File: src/rtl/alu_sequencer.sv
// EX-stage sequencer around the ALU: single-cycle logic/arithmetic ops,
// multi-cycle shift-add MUL and restoring DIV with pipeline stall.
module alu_sequencer #(
   parameter int WIDTH = 32,
   parameter int ITER  = 32
) (
   input  logic             clock,
   input  logic             reset,
   input  logic             flush,
   input  logic             issue_valid,
   output logic             issue_ready,
   input  logic [4:0]       alu_control,
   input  logic [WIDTH-1:0] data_a,
   input  logic [WIDTH-1:0] data_b,
   output logic [WIDTH-1:0] result,
   output logic [WIDTH-1:0] remainder,
   output logic             result_valid,
   output logic             overflow,
   output logic             div_by_zero,
   output logic             illegal_op,
   output logic [3:0]       flag,
   output logic             stall
);

   localparam int CW = (ITER > 1) ? $clog2(ITER) : 1;
   localparam logic [CW-1:0] LAST = CW'(ITER - 1);

   localparam logic [4:0] OP_ADD = 5'd0, OP_ADDI = 5'd1, OP_SUB = 5'd2, OP_SUBI = 5'd3,
                          OP_MUL = 5'd4, OP_DIV  = 5'd5, OP_AND = 5'd6, OP_ANDI = 5'd7,
                          OP_OR  = 5'd8, OP_ORI  = 5'd9, OP_NOT = 5'd10, OP_CMP = 5'd11;

   typedef enum logic [1:0] {IDLE, MUL_RUN, DIV_RUN} state_t;

   state_t            state, state_n;
   logic [CW-1:0]     count;
   logic [WIDTH-1:0]  opnd_a, opnd_b;
   logic [WIDTH-1:0]  acc_hi, acc_lo;
   logic              accept, to_mul, to_div;

   logic [WIDTH-1:0]  s_res, s_rem;
   logic              s_ovf, s_dbz, s_ill;
   logic [3:0]        s_flag;
   logic signed [WIDTH-1:0] sa, sb;

   logic [WIDTH:0]    mul_sum, div_shift, div_diff;
   logic [WIDTH-1:0]  mul_hi_n, mul_lo_n, div_rem_n, div_quo_n;

   assign issue_ready = (state == IDLE) && !flush;
   assign stall       = (state != IDLE);
   assign accept      = issue_valid && issue_ready;
   assign to_mul      = (alu_control == OP_MUL);
   assign to_div      = (alu_control == OP_DIV) && (data_b != '0);

   // Single-cycle results, computed straight from the issue inputs.
   always_comb begin
      s_res  = '0;
      s_rem  = '0;
      s_ovf  = 1'b0;
      s_dbz  = 1'b0;
      s_ill  = 1'b0;
      s_flag = '0;
      sa     = data_a;
      sb     = data_b;
      case (alu_control)
         OP_ADD, OP_ADDI: {s_ovf, s_res} = {1'b0, data_a} + {1'b0, data_b};
         OP_SUB, OP_SUBI: {s_ovf, s_res} = {1'b0, data_a} - {1'b0, data_b};
         OP_MUL:          s_res = '0;
         OP_DIV: begin
            s_res = '1;
            s_rem = data_a;
            s_dbz = 1'b1;
         end
         OP_AND, OP_ANDI: s_res = data_a & data_b;
         OP_OR, OP_ORI:   s_res = data_a | data_b;
         OP_NOT:          s_res = ~data_a;
         OP_CMP: begin
            s_flag = {data_a == data_b, data_a < data_b, sa < sb, 1'b0};
            s_res  = {{(WIDTH-4){1'b0}}, s_flag};
         end
         default:         s_ill = 1'b1;
      endcase
   end

   // One iteration of each sequence: {acc_hi,acc_lo} is the product for MUL,
   // and {partial remainder, shifting dividend/quotient} for DIV.
   always_comb begin
      mul_sum   = {1'b0, acc_hi} + (acc_lo[0] ? {1'b0, opnd_a} : '0);
      mul_hi_n  = mul_sum[WIDTH:1];
      mul_lo_n  = {mul_sum[0], acc_lo[WIDTH-1:1]};
      div_shift = {acc_hi, acc_lo[WIDTH-1]};
      div_diff  = div_shift - {1'b0, opnd_b};
      if (div_diff[WIDTH]) begin
         div_rem_n = div_shift[WIDTH-1:0];
         div_quo_n = {acc_lo[WIDTH-2:0], 1'b0};
      end else begin
         div_rem_n = div_diff[WIDTH-1:0];
         div_quo_n = {acc_lo[WIDTH-2:0], 1'b1};
      end
   end

   always_comb begin
      state_n = state;
      case (state)
         IDLE: begin
            if (accept && to_mul)      state_n = MUL_RUN;
            else if (accept && to_div) state_n = DIV_RUN;
         end
         MUL_RUN, DIV_RUN: begin
            if (flush || count == LAST) state_n = IDLE;
         end
         default: state_n = IDLE;
      endcase
   end

   always_ff @(posedge clock) begin
      if (reset) state <= IDLE;
      else       state <= state_n;
   end

   always_ff @(posedge clock) begin
      if (reset) begin
         count        <= '0;
         result       <= '0;
         remainder    <= '0;
         flag         <= '0;
         result_valid <= 1'b0;
         overflow     <= 1'b0;
         div_by_zero  <= 1'b0;
         illegal_op   <= 1'b0;
      end else begin
         result_valid <= 1'b0;
         case (state)
            IDLE: begin
               if (accept) begin
                  count  <= '0;
                  opnd_a <= data_a;
                  opnd_b <= data_b;
                  acc_hi <= '0;
                  acc_lo <= to_mul ? data_b : data_a;
                  if (!to_mul && !to_div) begin
                     result       <= s_res;
                     remainder    <= s_rem;
                     overflow     <= s_ovf;
                     div_by_zero  <= s_dbz;
                     illegal_op   <= s_ill;
                     flag         <= s_flag;
                     result_valid <= 1'b1;
                  end
               end
            end
            MUL_RUN, DIV_RUN: begin
               if (!flush) begin
                  count  <= count + 1'b1;
                  acc_hi <= (state == MUL_RUN) ? mul_hi_n : div_rem_n;
                  acc_lo <= (state == MUL_RUN) ? mul_lo_n : div_quo_n;
                  if (count == LAST) begin
                     result       <= (state == MUL_RUN) ? mul_lo_n : div_quo_n;
                     remainder    <= (state == MUL_RUN) ? '0 : div_rem_n;
                     overflow     <= (state == MUL_RUN) ? |mul_hi_n : 1'b0;
                     div_by_zero  <= 1'b0;
                     illegal_op   <= 1'b0;
                     flag         <= '0;
                     result_valid <= 1'b1;
                  end
               end
            end
            default: ;
         endcase
      end
   end

endmodule

File: config.mk
export PLATFORM = sky130hd
export DESIGN_NAME = alu_sequencer
export DESIGN_NICKNAME = d
export VERILOG_FILES = /design/src/rtl/alu_sequencer.sv
export SDC_FILE = /design/constraint.sdc
export NUM_CORES = 1
export LEC_CHECK = 0
export ABC_AREA = 1
export CELL_PAD_IN_SITES_DETAIL_PLACEMENT = 1
export CELL_PAD_IN_SITES_GLOBAL_PLACEMENT = 1
export CORE_MARGIN = 2
export CORE_UTILIZATION = 40
export CTS_BUF_LIST = sky130_fd_sc_hd__clkbuf_2
export DETAILED_ROUTE_END_ITERATION = 10
export PLACE_DENSITY = 0.83
export SETUP_SLACK_MARGIN = 0.15
export SLEW_MARGIN = 15
export SYNTH_ARGS = -nofsm -noshare
export SYNTH_HDL_FRONTEND = slang
export SYNTH_SLANG_ARGS = --single-unit
File: constraint.sdc
create_clock -name clock -period 21.1 [get_ports clock]
set_input_delay 6.33 -clock clock [delete_from_list [all_inputs] [get_ports clock]]
set_output_delay 6.33 -clock clock [all_outputs]
set_load 0.05 [all_outputs]
**Yosys cells after proc, flatten, opt, wreduce, memory -nomap -nowiden**

Index checks and enable logic that the tools add are counted.
Widths: inputs -> output; s select.

- Flip-flop bits (word level): 207
- Bits of input ports: 73
- Output and inout port bits: 74
- Logic and storage cells: 132

- $add $sub $neg: 5
- Magnitude comparators: 2
- Equal/unequal tests: 21
- Mux-type cells: 60
- Bitwise operators: 4
- Reductions and logical operators: 27

Operators with widths:

| kind | count |
|---|---|
| $mux 32 | 19 |
| $pmux 32 s2 | 4 |
| $pmux 32 s7 | 1 |
| $add 32x32->33 | 2 |
| $lt 32x32->1 | 2 |
| $sub 32x32->33 | 1 |
| $sub 33x32->33 | 1 |
| $and 32x32->32 | 1 |
| $eq 32x32->1 | 1 |
| $not 32->32 | 1 |
| $or 32x32->32 | 1 |
| $reduce_bool 32->1 | 1 |
| $reduce_or 32->1 | 1 |
| $eq 5x3->1 const B | 4 |
| $eq 5x4->1 const B | 4 |
| $mux 4 | 5 |
| $mux 1 | 18 |
| $reduce_or 12->1 | 1 |
| $eq 5x2->1 const B | 2 |
| $mux 5 | 2 |
| $pmux 1 s2 | 5 |
| $pmux 5 s2 | 1 |
| $reduce_or 2->1 | 5 |
| $ne 2x2->1 const B | 4 |
| other kinds (21) | 32 |

**Longest topological paths before layout**

- Word-level depth: 7
- Gate-level depth with buffers: 24
- Gate-level depth less buffers: 22

**Least setup slack after synthesis**

Ideal clock, no wire load.

- Kind: input port to flip-flop
- Start: input port flush
- End: register acc_hi[0] (enable)
- Library setup time: 0.829 ns
- Arrival: 17.482 ns
- Required time: 20.271 ns
- Setup slack: 2.789 ns
- Stages: 5
- Path buffers: 0
- Path through: nor2_1 > nand2_1 > nand2_1 > inv_1 > a2111oi_0

- Word-level cells in the longest chain between the ends: 5
- Elaborated cells between the ends (all ways): 6
- Those cells by class: eq/ne: 2; reduce/logical: 4

RTL lines:

| what | RTL line | text |
|---|---|---|
| start, declared | 9 | `input logic flush,` |
| $logic_not 1->1 | -- |  |
| $logic_and 1x1->1 | 48 | `assign issue_ready = (state == IDLE) && !flush;` |
| $logic_and 1x1->1 | 50 | `assign accept = issue_valid && issue_ready;` |
| $ne 2x2->1 (no line) | -- |  |
| $reduce_and 4->1 (no line) (*) | -- |  |
| end signal, assigned | 154 | `acc_hi <= (state == MUL_RUN) ? mul_hi_n : div_rem_n;` |
| end, declared | 37 | `logic [WIDTH-1:0] acc_hi, acc_lo;` |

Every way passes the cells marked *; elsewhere a longest branch is shown, timed or not.
A chain may end at the register's enable or synchronous reset.

**Worst setup path in the final report**

- Start: input port flush
- End: output port issue_ready

- Word-level cells in the longest chain between the ends: 2

RTL lines:

| what | RTL line | text |
|---|---|---|
| $logic_not 1->1 | -- |  |
| $logic_and 1x1->1 | 48 |  |
| end, declared | 11 | `output logic issue_ready,` |

Every way passes these cells.

==> results.tsv <==
metric	value	unit
status	finished, final reports clean	
vias_per_cell	5.71	
min-delay-start	result[15]	
yosysTopAreaCell	edfxtp_1	
fmax	70.6	MHz
fp.dieArea	49600	sq um
clk_path_buf_depth	3	
cts_resized	0	
track_usage	33.3	%
wl	83.4	mm
drtIter0Drc	1577	
setup_tns	0	ns
r2r_start	state[0]	
clock_sinks	206	
fp.dieH	223	um
first_global_vias	22090	
dpl_worst_slack	6.95	ns
finClkSkew	0.0869	ns
seq_power_share	35.2	%
ys_ff_latch	206	
postCtsSetupRepairBufs	0	
numCtsBuffers	54	
maxCapViolations	0	
synth_area	19100	sq um
drv_slew	0	
p_leak	10.2	nW
power_frac_clock	22.0	%
start_util	40.3	%
swShare	45.7	%
fin_cells	3704	
finalNetCount	3286	
netlist.area_leader.share	20.1	%
clk_pin_slew_worst_paths	0.10	ns
hold_viol_final	0	
globalplace.congestion	0.966	
p_comb_share	42.8	%
min_path_type	reg2reg	
setup_slack	6.93	ns
ys_top_cells_by_area	edfxtp_1 (20%), nand2_1 (15%), ha_1 (11%)	
yosys_warnings	0	
internal_power	0.765	mW
ys_types	55	
hpwl	65.6	mm
fillers	6319	
ant_nets	0	
synth_fp_nets	3158	
powerDensity	65.2	nW/um^2
yosys_most_used_dff	edfxtp_1	
wire_per_inst	22.5	um
cp-start-kind	input pin	
insertion_delay	1.07	ns
startpoint	flush	
period_minus_slack	14.17	ns
yosysSeqAreaShare	28.2	%
setup_viol	0	
cts-htree-levels	2	
grt_max_degree	66	
io_buffers	145	
ctsRootBufferMaster	clkbuf_2	
first_pass_iters	5	
crit_required	14.77	ns
critical_path_class	in2out	
rsz0062_at_grt	no	
cts_tree	yes	
die_width	223	um
ioPinCount	147	
synth_edf_count	128	
synth_async_sr_flop_share	0	%
crit_path_end_kind	output port	
final_layout_size_suffix_gt1_share	5.44	%
grt_overflow	0	
netlist_instances	2913	
maxSlewHeadroom	31.4	%
crit_arrival	7.84	ns
avgSynthCellArea	6.57	sq um
area_growth	13.0	%
grt_pass1_wl	127	mm
ir_drop	37.4	uV
coreArea	47400	sq um
worstMarginPinSlew	1.03	ns
post-route-drc-count	0	
ctsHoldBuffers	0	
cp_max_fo	3	
num_rows	80	
vias	21138	
place_inst	3600	
antenna_found_initial	5	
period_share	67.2	%
switchingPower	0.644	mW
-- metal layers --
metal  routed length, um  GRT usage [%]  up-vias
li1                    -              -     9923
met1               35000           41.4    10314
met2               39300           56.2      676
met3                4570           4.22      223
met4                4560           17.6        2
met5                  17              0        -
-- worst max-delay path: stages --
cell and delay (ns):
clkdlybuf4s50_1 0.46, nor2_1 0.20, clkdlybuf4s50_1 0.85
-- power by group through the flow --
| stage | combinational [mW] | sequential (mW) | clock, mW |
|---|---|---|---|
| final | 0.603 | 0.496 | 0.310 |
| after global routing | 0.656 | 0.499 | 0.335 |
| after CTS | 0.596 | 0.496 | 0.316 |
| after detailed placement | 0.592 | 0.504 | 0 |
| after global placement | 0.574 | 0.503 | 0 |
| after floorplan | 0.338 | 0.555 | 0 |
-- state kept, by name (all words and copies together), names as in the netlist --
register / count
state: 2
overflow: 1
illegal_op: 1
opnd_a: 32
acc_lo: 32
flag: 3
result_valid: 1
opnd_b: 32
result: 32
remainder: 32
div_by_zero: 1
count: 5
acc_hi: 32
-- placed cells by master, fill, tap and decap left out, types with 12 or more instances in the layout --
master,instances
nand2_1,741
inv_1,435
a21oi_1,280
nor2_1,241
o21ai_0,231
nand3_1,184
ha_1,168
clkdlybuf4s50_1,145
edfxtp_1,128
clkbuf_2,83
dfxtp_1,78
nor3_1,38
nand4_1,34
o21bai_1,23
a221oi_1,21
buf_4,20
o21ai_1,18
xnor2_1,17
o22ai_1,16
a22oi_1,15
nor4_1,15
nand2_2,14
clkinv_1,14
nand3_2,12
-- Yosys cell counts (34+ instances only) --
| cell type | n |
|---|---|
| clkbuf_1 | 55 |
| nand4_1 | 34 |
| a21oi_1 | 280 |
| edfxtp_1 | 128 |
| nor2_1 | 244 |
| inv_1 | 436 |
| nand2_1 | 741 |
| nor3_1 | 38 |
| dfxtp_1 | 78 |
| o21ai_0 | 231 |
| nand3_1 | 184 |
| ha_1 | 168 |
-- metrics by stage --
stage	total power [mW]	hold slack [ns]	utilization, %	area, sq um
2_1_floorplan	0.892	0.444	-	19100
3_3_place_gp	1.08	0.455	44.5	21100
3_5_place_dp	1.10	0.458	44.5	21100
4_1_cts	1.41	0.474	45.5	21600
5_1_grt	1.49	0.509	45.6	21600
6_report	1.41	0.476	45.6	21600
-- kinds of logic after synthesis --
group,share of synthesized area (%)
flip-flops,28.2
AO/OA/AOI/OAI,19.0
adder cells (fa/ha/maj),11.4
buffers and inverters,10.9
AND/OR/NAND/NOR,29.2
other,0.0196
XOR/XNOR,1.19
-- path summary, 6_finish.rpt --
path,end,slack (ns),depth (start not counted)
max,issue_ready,6.93,3
min,result[15],0.48,2
max reg2reg,remainder[2],16.76,13
min reg2reg,result[15],0.48,2
-- final cells by class --
cell class	count	area, sq um	share of cell area, %
multi-input combinational	2173	11700	53.9
antenna	3	7.51	0.0347
tap	615	769	3.56
sequential	206	5410	25.0
clock buffer	83	415	1.92
inverter	441	1660	7.66
timing repair buffer	165	1600	7.41
clock inverter	18	101	0.469
Note: power is estimated with default switching activity, not from simulation.
